**config.mk**
```make
export PLATFORM = sky130hd
export DESIGN_NAME = alu_arb
export DESIGN_NICKNAME = d
export VERILOG_FILES = /design/src/rtl/alu_arb_pkg.sv /design/src/rtl/alu_arb_rr.sv /design/src/rtl/alu_arb.sv
export SDC_FILE = /design/constraint.sdc
export NUM_CORES = 1
export LEC_CHECK = 0
export CORE_AREA = 2 2 62 93
export DETAILED_ROUTE_END_ITERATION = 10
export DIE_AREA = 0 0 64 95
export PLACE_DENSITY = 0.78
export REMOVE_ABC_BUFFERS = 1
export SLEW_MARGIN = 20
export SYNTH_ARGS = -nofsm -noshare
export SYNTH_HDL_FRONTEND = slang
export SYNTH_HIERARCHICAL = 1
export SYNTH_SLANG_ARGS = --single-unit
```
**constraint.sdc**
```tcl
create_clock -name clk -period 2.3 [get_ports clk]
set_clock_uncertainty 0.15 [all_clocks]
set_input_delay 0.69 -clock clk [delete_from_list [all_inputs] [get_ports clk]]
set_output_delay 0.69 -clock clk [all_outputs]
set_load 0.01 [all_outputs]
```
**src/rtl/alu_arb_pkg.sv**
```systemverilog
// alu_arb_pkg: shared types and constants for the ALU arbiter.
//   - default DATA_W / OP_W / CNT_W widths
//   - FSM state type and state encodings (IDLE / EXEC / RESP)
//   - requester index type (two requesters)
package alu_arb_pkg;

    localparam int unsigned DATA_W_DEF = 8;
    localparam int unsigned OP_W_DEF   = 4;
    localparam int unsigned CNT_W_DEF  = 16;

    typedef logic [1:0] state_t;

    localparam state_t ST_IDLE = 2'd0;
    localparam state_t ST_EXEC = 2'd1;
    localparam state_t ST_RESP = 2'd2;

    // Index of a requester: 0 or 1.
    typedef logic req_idx_t;

endpackage

```
**src/rtl/alu_arb_rr.sv**
```systemverilog
// alu_arb_rr: combinational 2-way round-robin picker.
// Ports:
//   req_valid  in  2  request bits, bit i = requester i
//   last_grant in  1  requester granted most recently
//   grant      out 2  one-hot winner (0 when no request)
//   any        out 1  at least one request present
module alu_arb_rr
    import alu_arb_pkg::*;
(
    input  logic [1:0] req_valid,
    input  req_idx_t   last_grant,
    output logic [1:0] grant,
    output logic       any
);

    always_comb begin
        grant = 2'b00;
        unique case (req_valid)
            2'b01:   grant = 2'b01;
            2'b10:   grant = 2'b10;
            // Contention: the requester not served last time wins.
            2'b11:   grant = last_grant ? 2'b01 : 2'b10;
            default: grant = 2'b00;
        endcase
    end

    assign any = |req_valid;

endmodule

```
**src/rtl/alu_arb.sv**
```systemverilog
// alu_arb: two-requester round-robin arbiter/sequencer for an external
// combinational ALU. One transaction in flight: IDLE -> EXEC -> RESP.
// Ports:
//   clk, rst              clock; asynchronous active-high reset
//   req_valid/req_ready   per-requester request handshake (2 bits)
//   req_a/req_b/req_op    packed payloads, requester i in slice i
//   rsp_valid/rsp_ready   per-requester response handshake (2 bits)
//   rsp_data              result shared by both requesters
//   alu_ain/bin/ctrl      registered operands to the ALU
//   alu_out               ALU result
//   busy                  FSM not idle
//   stats_clr             synchronous clear of grant counters
//   grant_cnt0/1          saturating per-requester grant counts
// Build option: ALU_ARB_STATS_EN enables the grant counters; when undefined
// the counters read 0 and stats_clr is ignored.
module alu_arb
    import alu_arb_pkg::*;
#(
    parameter int unsigned DATA_W = DATA_W_DEF,
    parameter int unsigned OP_W   = OP_W_DEF,
    parameter int unsigned CNT_W  = CNT_W_DEF
) (
    input  logic                clk,
    input  logic                rst,
    input  logic [1:0]          req_valid,
    output logic [1:0]          req_ready,
    input  logic [2*DATA_W-1:0] req_a,
    input  logic [2*DATA_W-1:0] req_b,
    input  logic [2*OP_W-1:0]   req_op,
    output logic [1:0]          rsp_valid,
    input  logic [1:0]          rsp_ready,
    output logic [DATA_W-1:0]   rsp_data,
    output logic [DATA_W-1:0]   alu_ain,
    output logic [DATA_W-1:0]   alu_bin,
    output logic [OP_W-1:0]     alu_ctrl,
    input  logic [DATA_W-1:0]   alu_out,
    output logic                busy,
    input  logic                stats_clr,
    output logic [CNT_W-1:0]    grant_cnt0,
    output logic [CNT_W-1:0]    grant_cnt1
);

    state_t              state;
    req_idx_t            owner;
    req_idx_t            last_grant;
    logic [DATA_W-1:0]   opa;
    logic [DATA_W-1:0]   opb;
    logic [OP_W-1:0]     opc;
    logic [DATA_W-1:0]   result;

    logic [1:0]          grant;
    logic                any;
    req_idx_t            winner;
    logic                accept;

    alu_arb_rr u_rr (
        .req_valid  (req_valid),
        .last_grant (last_grant),
        .grant      (grant),
        .any        (any)
    );

    assign winner = grant[1];
    assign accept = (state == ST_IDLE) && any;

    // Gated by rst so every output reads 0 while reset is held.
    assign req_ready = ((state == ST_IDLE) && !rst) ? grant : 2'b00;

    always_ff @(posedge clk or posedge rst) begin
        if (rst) begin
            state      <= ST_IDLE;
            owner      <= 1'b0;
            last_grant <= 1'b1;
            opa        <= '0;
            opb        <= '0;
            opc        <= '0;
            result     <= '0;
        end else begin
            case (state)
                ST_IDLE: begin
                    if (accept) begin
                        opa        <= winner ? req_a[2*DATA_W-1:DATA_W] : req_a[DATA_W-1:0];
                        opb        <= winner ? req_b[2*DATA_W-1:DATA_W] : req_b[DATA_W-1:0];
                        opc        <= winner ? req_op[2*OP_W-1:OP_W] : req_op[OP_W-1:0];
                        owner      <= winner;
                        last_grant <= winner;
                        state      <= ST_EXEC;
                    end
                end
                ST_EXEC: begin
                    result <= alu_out;
                    state  <= ST_RESP;
                end
                ST_RESP: begin
                    if (rsp_ready[owner]) begin
                        state <= ST_IDLE;
                    end
                end
                default: state <= ST_IDLE;
            endcase
        end
    end

    always_comb begin
        rsp_valid = 2'b00;
        if (state == ST_RESP) begin
            rsp_valid[owner] = 1'b1;
        end
    end

    assign rsp_data = result;
    assign alu_ain  = opa;
    assign alu_bin  = opb;
    assign alu_ctrl = opc;
    assign busy     = (state != ST_IDLE);

`ifdef ALU_ARB_STATS_EN
    logic [CNT_W-1:0] cnt0;
    logic [CNT_W-1:0] cnt1;

    always_ff @(posedge clk or posedge rst) begin
        if (rst) begin
            cnt0 <= '0;
            cnt1 <= '0;
        end else if (stats_clr) begin
            cnt0 <= '0;
            cnt1 <= '0;
        end else if (accept) begin
            if (!winner && (cnt0 != '1)) begin
                cnt0 <= cnt0 + 1'b1;
            end
            if (winner && (cnt1 != '1)) begin
                cnt1 <= cnt1 + 1'b1;
            end
        end
    end

    assign grant_cnt0 = cnt0;
    assign grant_cnt1 = cnt1;
`else
    logic unused_stats_clr;
    assign unused_stats_clr = stats_clr;
    assign grant_cnt0       = '0;
    assign grant_cnt1       = '0;
`endif

endmodule

```
==> results of run 1 <==
[worst register-to-register path: stages (launching register included)]
cell      delay (ns)
dfstp_2         0.37
buf_4           0.13
a21boi_2        0.14
buf_4           0.12
buf_4           0.28
mux2_2          0.39
mux2_4          0.26
[power groups by stage]
| stage | Combinational (mW) | Sequential (mW) | Clock (mW) |
|---|---|---|---|
| 2_1_floorplan | 0.788 | 1.15 | 0 |
| 3_3_place_gp | 1.71 | 1.03 | 0 |
| 3_5_place_dp | 1.73 | 1.03 | 0 |
| 4_1_cts | 1.71 | 1.04 | 0.450 |
| 5_1_grt | 1.80 | 1.08 | 0.478 |
| 6_report | 1.69 | 1.04 | 0.426 |
[path summary, 6_finish.rpt]
kind / to / cells past startpoint
worst max-delay path: req_ready[1] / 4
worst min-delay path: rsp_data[6] / 1
worst max register to register: alu_ain[3] / 6
worst min register to register: rsp_data[6] / 1
max in group asynchronous: last_grant / 3
min in group asynchronous: state[1] / 3
[metrics by stage]
step                      TNS (ns)  instance area (um2)  total power [mW]  hold WS, ns  std cells
after global placement       -6.08                 2660              2.75        0.335        291
after detailed placement     -7.42                 2660              2.77        0.342        291
after CTS                        0                 2750              3.21        0.356        300
after global routing             0                 2750              3.36        0.370        300
final                            0                 2750              3.15        0.352        300
after floorplan              -9.22                 1670              1.94        0.386        131
[registers in the layout, indices dropped and copies added (netlist names)]
register,cells
last_grant,1
alu_bin,8
state,2
alu_ctrl,4
alu_ain,8
owner,1
rsp_data,8
[synth_stat cells, drive strengths merged]
library cell	instances
dfrtp	31
nor3b	1
inv	3
nand2b	1
or2	2
dfstp	1
buf	37
a21boi	2
nor2	2
or2b	1
nor3	1
o21ai	1
mux2	51
conb	1
and2	2
[kinds of logic (layout without fill, tap and decap cells)]
logic type,count (synthesis),after routing,synth area share (%)
DFF,32,32,43.5
AOI/OAI and AO/OA,3,3,1.09
buffers and inverters,40,102,16.4
muxes,51,51,35.0
other,1,32,0.203
and+or+nand+nor,10,10,3.80
[cell type report]
class / count / area (um2)
Sequential cell: 32 / 805
Inverter: 3 / 11.3
Clock buffer: 8 / 90.1
Multi-Input combinational cell: 96 / 865
Timing Repair Buffer: 91 / 893
Fill cell: 485 / 2570
Tap cell: 70 / 87.6
[placed cells by master, fill, tap and decap left out, types with 2 or more instances in the layout]
cell type and instances:
and2_1 2, buf_2 2, buf_4 4, clkbuf_1 2
clkbuf_8 6, clkdlybuf4s50_1 78, conb_1 32, dfrtp_1 29
dfrtp_2 2, dlygate4sd2_1 6, inv_1 3, mux2_2 32
mux2_4 19, nor2_1 2
[what timing repair did]
action,CTS,global route
gates resized for setup,17,0
pin swaps,3,1
setup buffers,1,0
endpoints found under the setup margin,23,2
[layer usage]
layer	GRT usage (%)	share of wire (%)	vias up
met5	0	0	-
met4	5.25	2.0	0
met3	3.81	8.2	8
met2	22.0	55	67
met1	13.1	34	597
li1	-	-	579
==> metrics.txt, run 1 <==
Fmax 0.446 GHz; FP Rows 33; final setup violation count 0; clk_lat worst skew 0.27 ns; Final WS setup 0.0560 ns; routed via count 1251; cells after synthesis 137; GRT Util Overall 12.3%; crit end category output pin; CTS root buf clkbuf_8; Post-Synthesis Cell Area 1840 um2; Die Ht 95 um; Initial Util 34.6%; DR vias/cell 4.17; logic gate share of total power 53.6%; CP arrival 1.40 ns; Area Growth Syn to Fin 49.3%; antenna cells 0; slowest CP cell dlygate4sd2_1; remaining antenna violation count after routing 0; register area share after synthesis 43.5%; Tmin final 2.24 ns; final core utilization 51.7%; reg-to-reg slack, setup 0.34 ns; TritonRoute pass-1 iters 3; Seq cells post-synth 32; layout cell share with drive strength beyond 1 30.9%; hold_sp rsp_data[6]; Final #Nets 284; htree depth 2; drt first-iter violations 33; outcome finished clean; Reg2Reg Launch Point last_grant; Critical Path Source Type primary input; # IOs 120; Netlist cell types 19; synth top area cells dfrtp_1 (42%), mux2_2 (20%), mux2_4 (15%), buf_4 (13%), buf_6 (2.4%); Switching Share 29.7%; CP Cell Sequence dlygate4sd2_1 > a21boi_2 > and2_1 > buf_2; Yosys top cell area share 42.1%; Worst-path clk slew 0.06 ns; Sequential Power Share 32.9%; peak supply drop 0.543 mV; gp weighted congestion 0.684; Crit. Startpoint req_valid[1]; P_sw 0.935 mW; DR DRC count 0; Yosys top cell by area dfrtp_1; Post-Syn Area per Cell 13.5 um2; kind of cell adding the most delay to the critical path buffers and inverters; Final Hold Fails 0; PwrDens 1140 nW/um2; die area 6080 um2; initial antenna violation count 0; Worst path max stage delay 0.25 ns; LEAKAGE 1.23 nW; DP HPWL 2.72 mm; Crit Path Category primary input to output pin; Final Cycle Share 97.6%; Bufs on Longest Clock Path 2; DP Worst Slack -0.591 ns; WL/cell 12.1 um; Worst Path Required 1.46 ns; Die Width 64 um; global-route wire length before repair 5.71 mm; Slew Limit Fails 0; CTS hold repair buffers 0; Syn. warnings 6; vias in the first global route 1270; Pint 2.21 mW; largest fanout on the critical path 3; Max Cap Violations 0; I/O Buffers 86; largest net degree at the start of global routing 33; Bufs and invs on worst path 2; core box area 5330 um2; Hold Crit Class flip-flop to flip-flop; Num CTS Buffers 5; global route total overflow 0; routed wire length 3.63 mm; RSZ-0062 raised after global routing false; clock sinks 32; TritonCTS clock tree yes; clock power share 13.5%
Power figures use the tool's default switching activity.
==> run 2: changes to the inputs <==
--- a/config.mk
+++ b/config.mk
@@ -8,6 +8,7 @@
 export CORE_AREA = 2 2 62 93
 export DETAILED_ROUTE_END_ITERATION = 10
 export DIE_AREA = 0 0 64 95
+export MAX_ROUTING_LAYER = met4
 export PLACE_DENSITY = 0.78
 export REMOVE_ABC_BUFFERS = 1
 export SLEW_MARGIN = 20
==> metrics.txt, run 2 (same netlist as run 1, synthesis figures left out) <==
gp weighted congestion 0.691; CTS root buf clkbuf_8; Placed Cells 291; Final Hold Fails 0; Hold Path End rsp_data[6]; TritonCTS clock tree yes; slowest CP cell dlygate4sd2_1; layout cell share with drive strength beyond 1 30.9%; Crit. Startpoint req_valid[1]; non-filler cells, final 300; Layout fillers 485; Slew Limit Fails 0; die area 6080 um2; DP HPWL 2.72 mm; Initial Util 34.6%; Crit Path Category primary input to output pin; global-route wire length before repair 5.71 mm; CP Cell Sequence dlygate4sd2_1 > a21boi_2 > and2_1 > buf_2; Worst Path Required 1.46 ns; Die Width 64 um; DR vias/cell 4.17; TritonRoute pass-1 iters 3; Reg2Reg Launch Point last_grant; Num CTS Buffers 5; Worst-path clk slew 0.06 ns; vias in the first global route 1270; P_sw 0.937 mW; Crit Reg-Reg Endpoint alu_ain[3]; Worst path max stage delay 0.25 ns; routed via count 1252; clock power share 13.6%; Final #Nets 284; reg-to-reg slack, setup 0.34 ns; routing usage on met1 13.1%; Bufs and invs on worst path 2; kind of cell adding the most delay to the critical path buffers and inverters; Final Cycle Share 97.6%; PwrDens 1150 nW/um2; routed wire length 3.64 mm; Fmax 0.446 GHz; initial antenna violation count 0; Hold Crit Class flip-flop to flip-flop; Pint 2.21 mW; Max Cap Violations 0; Worst Reg-to-Reg Cells 6; I/O Buffers 86; Area Growth Syn to Fin 49.3%; final core utilization 51.7%; htree depth 2; GR peak layer met2; most common cell after layout, fill and taps aside clkdlybuf4s50_1; largest net degree at the start of global routing 33; clk_lat worst skew 0.27 ns; hold_sp rsp_data[6]; CP arrival 1.40 ns; LEAKAGE 1.23 nW; core box area 5330 um2; drt first-iter violations 33; met2 GRT Util 22.0%; Final WS setup 0.0560 ns; antenna cells 0; Tmin final 2.24 ns; FP Rows 33; clock sinks 32; setup_tns 0 ns; Bufs on Longest Clock Path 2; # IOs 120; most frequent cells in the layout clkdlybuf4s50_1 (78), mux2_2 (32), conb_1 (32); global route total overflow 0; Multi-input gate area 865 um2; peak supply drop 0.543 mV; met3 usage 3.81%; DR DRC count 0; RSZ-0062 raised after global routing false; Sequential Power Share 32.9%; storage element area 805 um2; largest fanout on the critical path 3; total power 3.15 mW; Critical Path Source Type primary input; Die Ht 95 um; GRT Util Overall 12.6%; final setup violation count 0; DP Worst Slack -0.591 ns; crit end category output pin; outcome finished clean; remaining antenna violation count after routing 0; CTS hold repair buffers 0; Switching Share 29.7%; WL/cell 12.1 um; logic gate share of total power 53.6%; Hold Crit Depth 1
==> run 2: cell counts in the layout (fill, tap and decap cells not counted) <==
Identical to the previous run, type by type.
==> run 2: per-stage QoR <==
stage	area, um2	hold slack, ns
floorplan	1670	0.386
global placement	2660	0.335
detailed placement	2660	0.342
CTS	2750	0.356
global route	2750	0.370
finish	2750	0.352
==> run 2: cell type report <==
cell class | instances | area share [%]
Clock buffer | 8 | 3.27
Inverter | 3 | 0.409
Multi-Input combinational cell | 96 | 31.4
Sequential cell | 32 | 29.2
Tap cell | 70 | 3.18
Timing Repair Buffer | 91 | 32.5
==> run 2: power groups by stage <==
stage                     Sequential (mW)  Combinational, mW  Clock [mW]
after floorplan                      1.15              0.788           0
after global placement               1.03               1.71           0
after detailed placement             1.03               1.73           0
after CTS                            1.04               1.71       0.450
after global routing                 1.08               1.80       0.478
final                                1.04               1.69       0.428
==> run 2: worst max path at each step <==
stage / endpoint / cells after the start
6_report: req_ready[1] / 4
5_1_grt: req_ready[1] / 4
4_1_cts: req_ready[1] / 4
3_5_place_dp: req_ready[1] / 4
3_3_place_gp: req_ready[0] / 4
2_1_floorplan: req_ready[1] / 2
==> run 2: metal layers <==
layer	wire length [um]	up-vias	part of all wire (%)
li1	-	579	-
met1	1250	597	34
met2	2010	68	55
met3	300	8	8.2
met4	77	0	2.1
met5	0	-	0
==> run 2: timing repair <==
| item | 4_1_cts | 5_1_grt |
|---|---|---|
| pin swaps | 3 | 1 |
| setup buffers | 1 | 0 |
| resized for setup | 17 | 0 |
| endpoints found under the setup margin | 23 | 2 |
| cloned | 0 | 0 |
